$ cat src/rtl/vga_stream_ctrl.sv
// vga_stream_ctrl: pixel-domain raster timing and show-ahead FIFO read sequencer.
// Holds video off until the FIFO is primed, aligns the start of streaming to a
// frame wrap, and detects FIFO underflow.
// Optional feature macro: VGA_AUTO_RESTART_EN (underflow -> FLUSH -> WAIT_FILL with
// a restart_req pulse). Undefined: underflow stays in STREAM, restart_req is 0.
// Ports:
//   pixel_clk, pixel_rst      clock, async active-high reset
//   fifo_full_sync            synchronized FIFO full flag
//   fifo_empty, fifo_rdata    FIFO empty flag and head word (RGB)
//   fifo_read                 FIFO pop (combinational)
//   hs, vs                    active-low syncs (registered)
//   blank                     1 = active video pixel (registered)
//   rgb                       pixel data (combinational)
//   frame_start               pulse while counters read (0,0)
//   restart_req               fetcher/FIFO restart pulse (registered)
//   underflow_cnt             saturating underflow event counter
//   state                     FSM state for debug
module vga_stream_ctrl #(
    parameter int          HDISP           = 800,
    parameter int          VDISP           = 480,
    parameter int          HFP             = 40,
    parameter int          HPULSE          = 48,
    parameter int          HBP             = 40,
    parameter int          VFP             = 13,
    parameter int          VPULSE          = 3,
    parameter int          VBP             = 29,
    parameter int          RESTART_CYCLES  = 4,
    parameter logic [23:0] UNDERFLOW_COLOR = 24'h000000
) (
    input  logic        pixel_clk,
    input  logic        pixel_rst,
    input  logic        fifo_full_sync,
    input  logic        fifo_empty,
    input  logic [23:0] fifo_rdata,
    output logic        fifo_read,
    output logic        hs,
    output logic        vs,
    output logic        blank,
    output logic [23:0] rgb,
    output logic        frame_start,
    output logic        restart_req,
    output logic [15:0] underflow_cnt,
    output logic [1:0]  state
);

    localparam int HTOTAL = HFP + HPULSE + HBP + HDISP;
    localparam int VTOTAL = VFP + VPULSE + VBP + VDISP;
    localparam int PW     = $clog2(HTOTAL);
    localparam int LW     = $clog2(VTOTAL);

    localparam logic [PW-1:0] H_LAST   = PW'(HTOTAL - 1);
    localparam logic [PW-1:0] H_SYNC_S = PW'(HFP);
    localparam logic [PW-1:0] H_SYNC_E = PW'(HFP + HPULSE);
    localparam logic [PW-1:0] H_ACT    = PW'(HFP + HPULSE + HBP);
    localparam logic [LW-1:0] V_LAST   = LW'(VTOTAL - 1);
    localparam logic [LW-1:0] V_SYNC_S = LW'(VFP);
    localparam logic [LW-1:0] V_SYNC_E = LW'(VFP + VPULSE);
    localparam logic [LW-1:0] V_ACT    = LW'(VFP + VPULSE + VBP);

    localparam logic [1:0] ST_WAIT_FILL  = 2'd0;
    localparam logic [1:0] ST_WAIT_FRAME = 2'd1;
    localparam logic [1:0] ST_STREAM     = 2'd2;
    localparam logic [1:0] ST_FLUSH      = 2'd3;

    logic [PW-1:0] pixel_cpt_q, pixel_cpt_d;
    logic [LW-1:0] line_cpt_q, line_cpt_d;
    logic          hs_q, hs_d;
    logic          vs_q, vs_d;
    logic          blank_q, blank_d;
    logic          frame_start_q, frame_start_d;
    logic [1:0]    state_q, state_d;
    logic [15:0]   underflow_cnt_q, underflow_cnt_d;
    logic          pixel_last, line_last, wrap, underflow;

`ifdef VGA_AUTO_RESTART_EN
    localparam int FW = (RESTART_CYCLES > 1) ? $clog2(RESTART_CYCLES) : 1;
    localparam logic [FW-1:0] FLUSH_LAST = FW'(RESTART_CYCLES - 1);

    logic [FW-1:0] flush_cnt_q, flush_cnt_d;
    logic          restart_req_q, restart_req_d;
`endif

    // Counters free-run in every state so sync timing never glitches
    always_comb begin
        pixel_last  = (pixel_cpt_q == H_LAST);
        line_last   = (line_cpt_q == V_LAST);
        wrap        = pixel_last & line_last;
        pixel_cpt_d = pixel_last ? '0 : pixel_cpt_q + PW'(1);
        line_cpt_d  = line_cpt_q;
        if (pixel_last) begin
            line_cpt_d = line_last ? '0 : line_cpt_q + LW'(1);
        end
    end

    // Decode from current counters; outputs appear one cycle later
    always_comb begin
        hs_d = ~((pixel_cpt_q >= H_SYNC_S) && (pixel_cpt_q < H_SYNC_E));
        vs_d = ~((line_cpt_q >= V_SYNC_S) && (line_cpt_q < V_SYNC_E));
        blank_d = (line_cpt_q >= V_ACT) && (pixel_cpt_q >= H_ACT);
        // Registered, so it lands in the cycle the counters read (0,0)
        frame_start_d = wrap;
    end

    always_comb begin
        state_d         = state_q;
        underflow_cnt_d = underflow_cnt_q;
        fifo_read       = 1'b0;
        rgb             = '0;
        underflow       = 1'b0;
`ifdef VGA_AUTO_RESTART_EN
        flush_cnt_d     = '0;
`endif
        unique case (state_q)
            ST_WAIT_FILL: begin
                if (fifo_full_sync) begin
                    state_d = ST_WAIT_FRAME;
                end
            end
            ST_WAIT_FRAME: begin
                if (wrap) begin
                    state_d = ST_STREAM;
                end
            end
            ST_STREAM: begin
                if (blank_q) begin
                    if (fifo_empty) begin
                        underflow = 1'b1;
                        rgb       = UNDERFLOW_COLOR;
`ifdef VGA_AUTO_RESTART_EN
                        state_d   = ST_FLUSH;
`endif
                    end else begin
                        fifo_read = 1'b1;
                        rgb       = fifo_rdata;
                    end
                end
            end
            ST_FLUSH: begin
`ifdef VGA_AUTO_RESTART_EN
                if (flush_cnt_q == FLUSH_LAST) begin
                    state_d = ST_WAIT_FILL;
                end else begin
                    flush_cnt_d = flush_cnt_q + FW'(1);
                end
`else
                state_d = ST_WAIT_FILL;
`endif
            end
        endcase
        if (underflow && (underflow_cnt_q != 16'hFFFF)) begin
            underflow_cnt_d = underflow_cnt_q + 16'd1;
        end
    end

`ifdef VGA_AUTO_RESTART_EN
    // Registered copy of "next state is FLUSH" is high exactly while in FLUSH
    always_comb begin
        restart_req_d = (state_d == ST_FLUSH);
    end

    always_ff @(posedge pixel_clk or posedge pixel_rst) begin
        if (pixel_rst) begin
            flush_cnt_q   <= '0;
            restart_req_q <= 1'b0;
        end else begin
            flush_cnt_q   <= flush_cnt_d;
            restart_req_q <= restart_req_d;
        end
    end

    assign restart_req = restart_req_q;
`else
    assign restart_req = 1'b0;
`endif

    always_ff @(posedge pixel_clk or posedge pixel_rst) begin
        if (pixel_rst) begin
            pixel_cpt_q     <= '0;
            line_cpt_q      <= '0;
            hs_q            <= 1'b1;
            vs_q            <= 1'b1;
            blank_q         <= 1'b0;
            frame_start_q   <= 1'b0;
            state_q         <= ST_WAIT_FILL;
            underflow_cnt_q <= '0;
        end else begin
            pixel_cpt_q     <= pixel_cpt_d;
            line_cpt_q      <= line_cpt_d;
            hs_q            <= hs_d;
            vs_q            <= vs_d;
            blank_q         <= blank_d;
            frame_start_q   <= frame_start_d;
            state_q         <= state_d;
            underflow_cnt_q <= underflow_cnt_d;
        end
    end

    assign hs            = hs_q;
    assign vs            = vs_q;
    assign blank         = blank_q;
    assign frame_start   = frame_start_q;
    assign underflow_cnt = underflow_cnt_q;
    assign state         = state_q;

endmodule

$ cat config.mk
export PLATFORM = sky130hd
export DESIGN_NAME = vga_stream_ctrl
export DESIGN_NICKNAME = d
export VERILOG_FILES = /design/src/rtl/vga_stream_ctrl.sv
export SDC_FILE = /design/constraint.sdc
export NUM_CORES = 1
export LEC_CHECK = 0
export CAP_MARGIN = 20
export CORE_ASPECT_RATIO = 1.5
export CORE_MARGIN = 3
export CORE_UTILIZATION = 42
export DETAILED_ROUTE_END_ITERATION = 7
export GPL_TIMING_DRIVEN = 0
export PLACE_DENSITY = 0.77
export SLEW_MARGIN = 0
export SYNTH_ARGS = -nofsm -noshare
export SYNTH_HDL_FRONTEND = slang
export SYNTH_SLANG_ARGS = --single-unit
$ cat constraint.sdc
create_clock -name pixel_clk -period 2.2 [get_ports pixel_clk]
set_input_delay 0.44 -clock pixel_clk [delete_from_list [all_inputs] [get_ports pixel_clk]]
set_output_delay 0.44 -clock pixel_clk [all_outputs]
set_load 0.1 [all_outputs]
==> impl_metrics.toml <==
[status]
outcome = "complete, but fails checks"
violations = "negative setup slack"

[critical_path]
arrival_ns = 1.78
crit_type = "flop to primary output"
critPathRequiredTime_ns = 1.76
worst_setup_path_start_kind = "flop"
end_kind = "primary output"
path_max_fanout = 5
reg2reg_depth = 5

[cts]
clockBufferDepth = 2
clk-insertion-delay-late_ns = 0.30
cts-buffers-inserted = 5
cts.sinks = 42
cts_tree = "done"
cts-root-buf = "clkbuf_8"
path_clk_slew_ns = 0.08
htreeDepth = 2

[synth]
synthesis.area_um2 = 2351
netlist_top_cells_area = "dfrtp_1, and2_1, xor2_1, ha_1, nand3_1"
synth_edf_count = 0
synth_top_family_by_area = "simple AND/OR/NAND/NOR gates"
netlist_instances = 242
async_flop_share_pct = 100.0
avgSynthCellArea_um2 = 9.715
synth_xor_area_share_pct = 9.313
ys_types = 48
synth_fa_ha_area_share_pct = 5.322
synth_most_common_cell = "dfrtp_1"
ys_seq_area_share_pct = 44.81
synth_commonest_cells = "dfrtp_1, and2_1, nand2_1"
synth_nets = 280
ys_seq_elements = 42
synth_top_area_share_pct = 42.58
yosys.area.top_type = "dfrtp_1"
synthSimpleGateAreaFrac_pct = 27.09
yosysWarnings = 0
synth_compound_area_share_pct = 8.196
synth_top_flop_cell = "dfrtp_1"
synthMuxAreaShare_pct = 1.543

[routing]
vias = 2115
routedWlPerCell_um = 16.18
via_per_inst = 5.274
drc_errors = 0
finalWirelength_um = 6490
detail-route-antenna-nets = 0
drt_pass1_iterations = 4
drt_iter0_drc = 155

[sta]
rsz0062_at_grt = "yes"
setup_slack_ns = -0.02020
max_freq_mhz = 450.4
timing.final.crit_share_pct = 100.9
maxSlewViolCount = 0
worstMarginPinSlew_ns = 0.9763
setup_viol = 14
finClkSkew_ns = 0.008923
hold_viol_final = 0
max_slew_margin_pct = 35.17
fin_crit_ns = 2.220

[grt]
grt_antenna_before_repair = 0
gr-total-overflow = 0
grt_max_degree = 43
grt_usage_pct = 19.98
grt_pass1_vias = 2116
grt_pass1_wl_um = 10230

[cells_and_area]
final_util_pct = 70.83
layout-drive-gt1-share_pct = 30.93
num_antenna_cells = 0
final_cell_area_um2 = 3744
nets = 370
synthToLayoutAreaGrowth_pct = 59.23
finalNonFillerCells = 401

[pwr]
p_sw_uw = 461.1
p_per_area_nw_per_um2 = 468.8
pwr-share-seq_pct = 45.6
power_switching_share_pct = 26.27
combPwrFrac_pct = 18.2
ir_drop_v = 0.0003399
p_leak_uw = 0.001758
clkPwrFrac_pct = 36.1
p_int_uw = 1294

[die]
core_um2 = 5285
chipHeight_um = 97.63
start_util_pct = 44.48
dieArea_um2 = 6550
rows = 32
die_w_um = 67.09
pin_count = 76

[place]
dpl.hpwl_um = 4384
place.port_buffers = 74
gp_congestion = 0.8640
placedCellCount = 384
pre_cts_ws_ns = -0.9395
place_area_um2 = 3279

[flow_run]
cap_violations = 0

[worst_hold_path]
hold_class = "flop to flop"
holdPathStages = 1
## routing by layer
metal	vias to the layer above	GRT usage, %	part of all wire, %
met5	-	0	0
met4	0	5.625	0.88
met3	7	3.241	3.2
met2	48	36.89	57
met1	1038	22.59	39
li1	1022	-	-
## placed cells by master (no fill, tap or decap), drive strengths merged, types with 3 or more instances in the layout
master / synthesis / final
or4: 3 / 3
clkbuf: 8 / 15
xor2: 16 / 16
nor4: 7 / 7
a211oi: 5 / 5
clkdlybuf4s50: 0 / 26
inv: 11 / 11
nand3: 16 / 16
xnor2: 9 / 9
nand2: 18 / 18
dfrtp: 40 / 40
and2: 26 / 26
dlygate4sd2: 0 / 22
and3: 5 / 5
or3: 3 / 3
nor3b: 3 / 3
buf: 2 / 35
a21oi: 9 / 9
ha: 10 / 10
and4: 3 / 3
o21ai: 6 / 6
nand4: 5 / 5
nor3: 5 / 5
nor2: 11 / 12
## logic make-up after synthesis
group,count (synthesis)
compound gates,30
xor+xnor,25
fa+ha+maj,10
buf+inv,21
flops,42
mux,3
other cells,1
simple gates,110
## power groups by stage
stage	sequential [uW]	combinational (uW)	clock, uW
finish	801	320	634
global route	802	339	671
CTS	805	284	646
detailed placement	821	251	0
global placement	820	242	0
floorplan	888	89.1	0
## stage by stage
stage / total power [uW] / TNS (ns) / hold WS (ns)
6_report: 1755 / -0.1735 / 0.4810
5_1_grt: 1813 / -1.044 / 0.4985
4_1_cts: 1735 / -0.2296 / 0.4804
3_5_place_dp: 1072 / -21.16 / 0.4699
3_3_place_gp: 1062 / -25.53 / 0.4637
2_1_floorplan: 976.9 / 0 / 0.4659
## critical path: stages (launching register included)
cell	delay (ns)
dfrtp_4	0.50
inv_4	0.08
ha_4	0.14
nand2_4	0.05
nor2_4	0.20
clkbuf_8	0.19
and2_4	0.15
buf_12	0.17
## repair_timing
action | in CTS | in global routing
pin swaps | 19 | 2
hold buffers | 0 | 0
endpoints found under the setup margin | 51 | 29
cloned | 3 | 0
setup buffers | 5 | 2
gates resized for setup | 245 | 14
## cell type report
class                           instances  area, um2
Timing Repair Buffer                   83       1026
Buffer                                  9      71.32
Fill cell                             412       1541
Tap cell                               68      85.08
Sequential cell                        42       1072
Clock inverter                          1      30.03
Clock buffer                            7      86.33
Inverter                               11      43.79
Multi-Input combinational cell        180       1329
## flip-flops by register name, indices dropped and copies added, names as in the netlist
name and count:
underflow_cnt 16, pixel_cpt_q 10, line_cpt_q 10, hs 1, frame_start 1, vs 1
state 2, blank 1
## path summary, 6_finish.rpt
| check | from | endpoint | slack (ns) |
|---|---|---|---|
| min in group asynchronous | pixel_rst | underflow_cnt[10] | 0.64 |
| min reg2reg | underflow_cnt[7] | underflow_cnt[7] | 0.48 |
| max | state[0] | rgb[5] | -0.02 |
| max in group asynchronous | pixel_rst | state[1] | 0.93 |
| min | underflow_cnt[7] | underflow_cnt[7] | 0.48 |
| max reg2reg | pixel_cpt_q[1] | line_cpt_q[4] | 0.07 |
(Power assumes the default switching activity.)
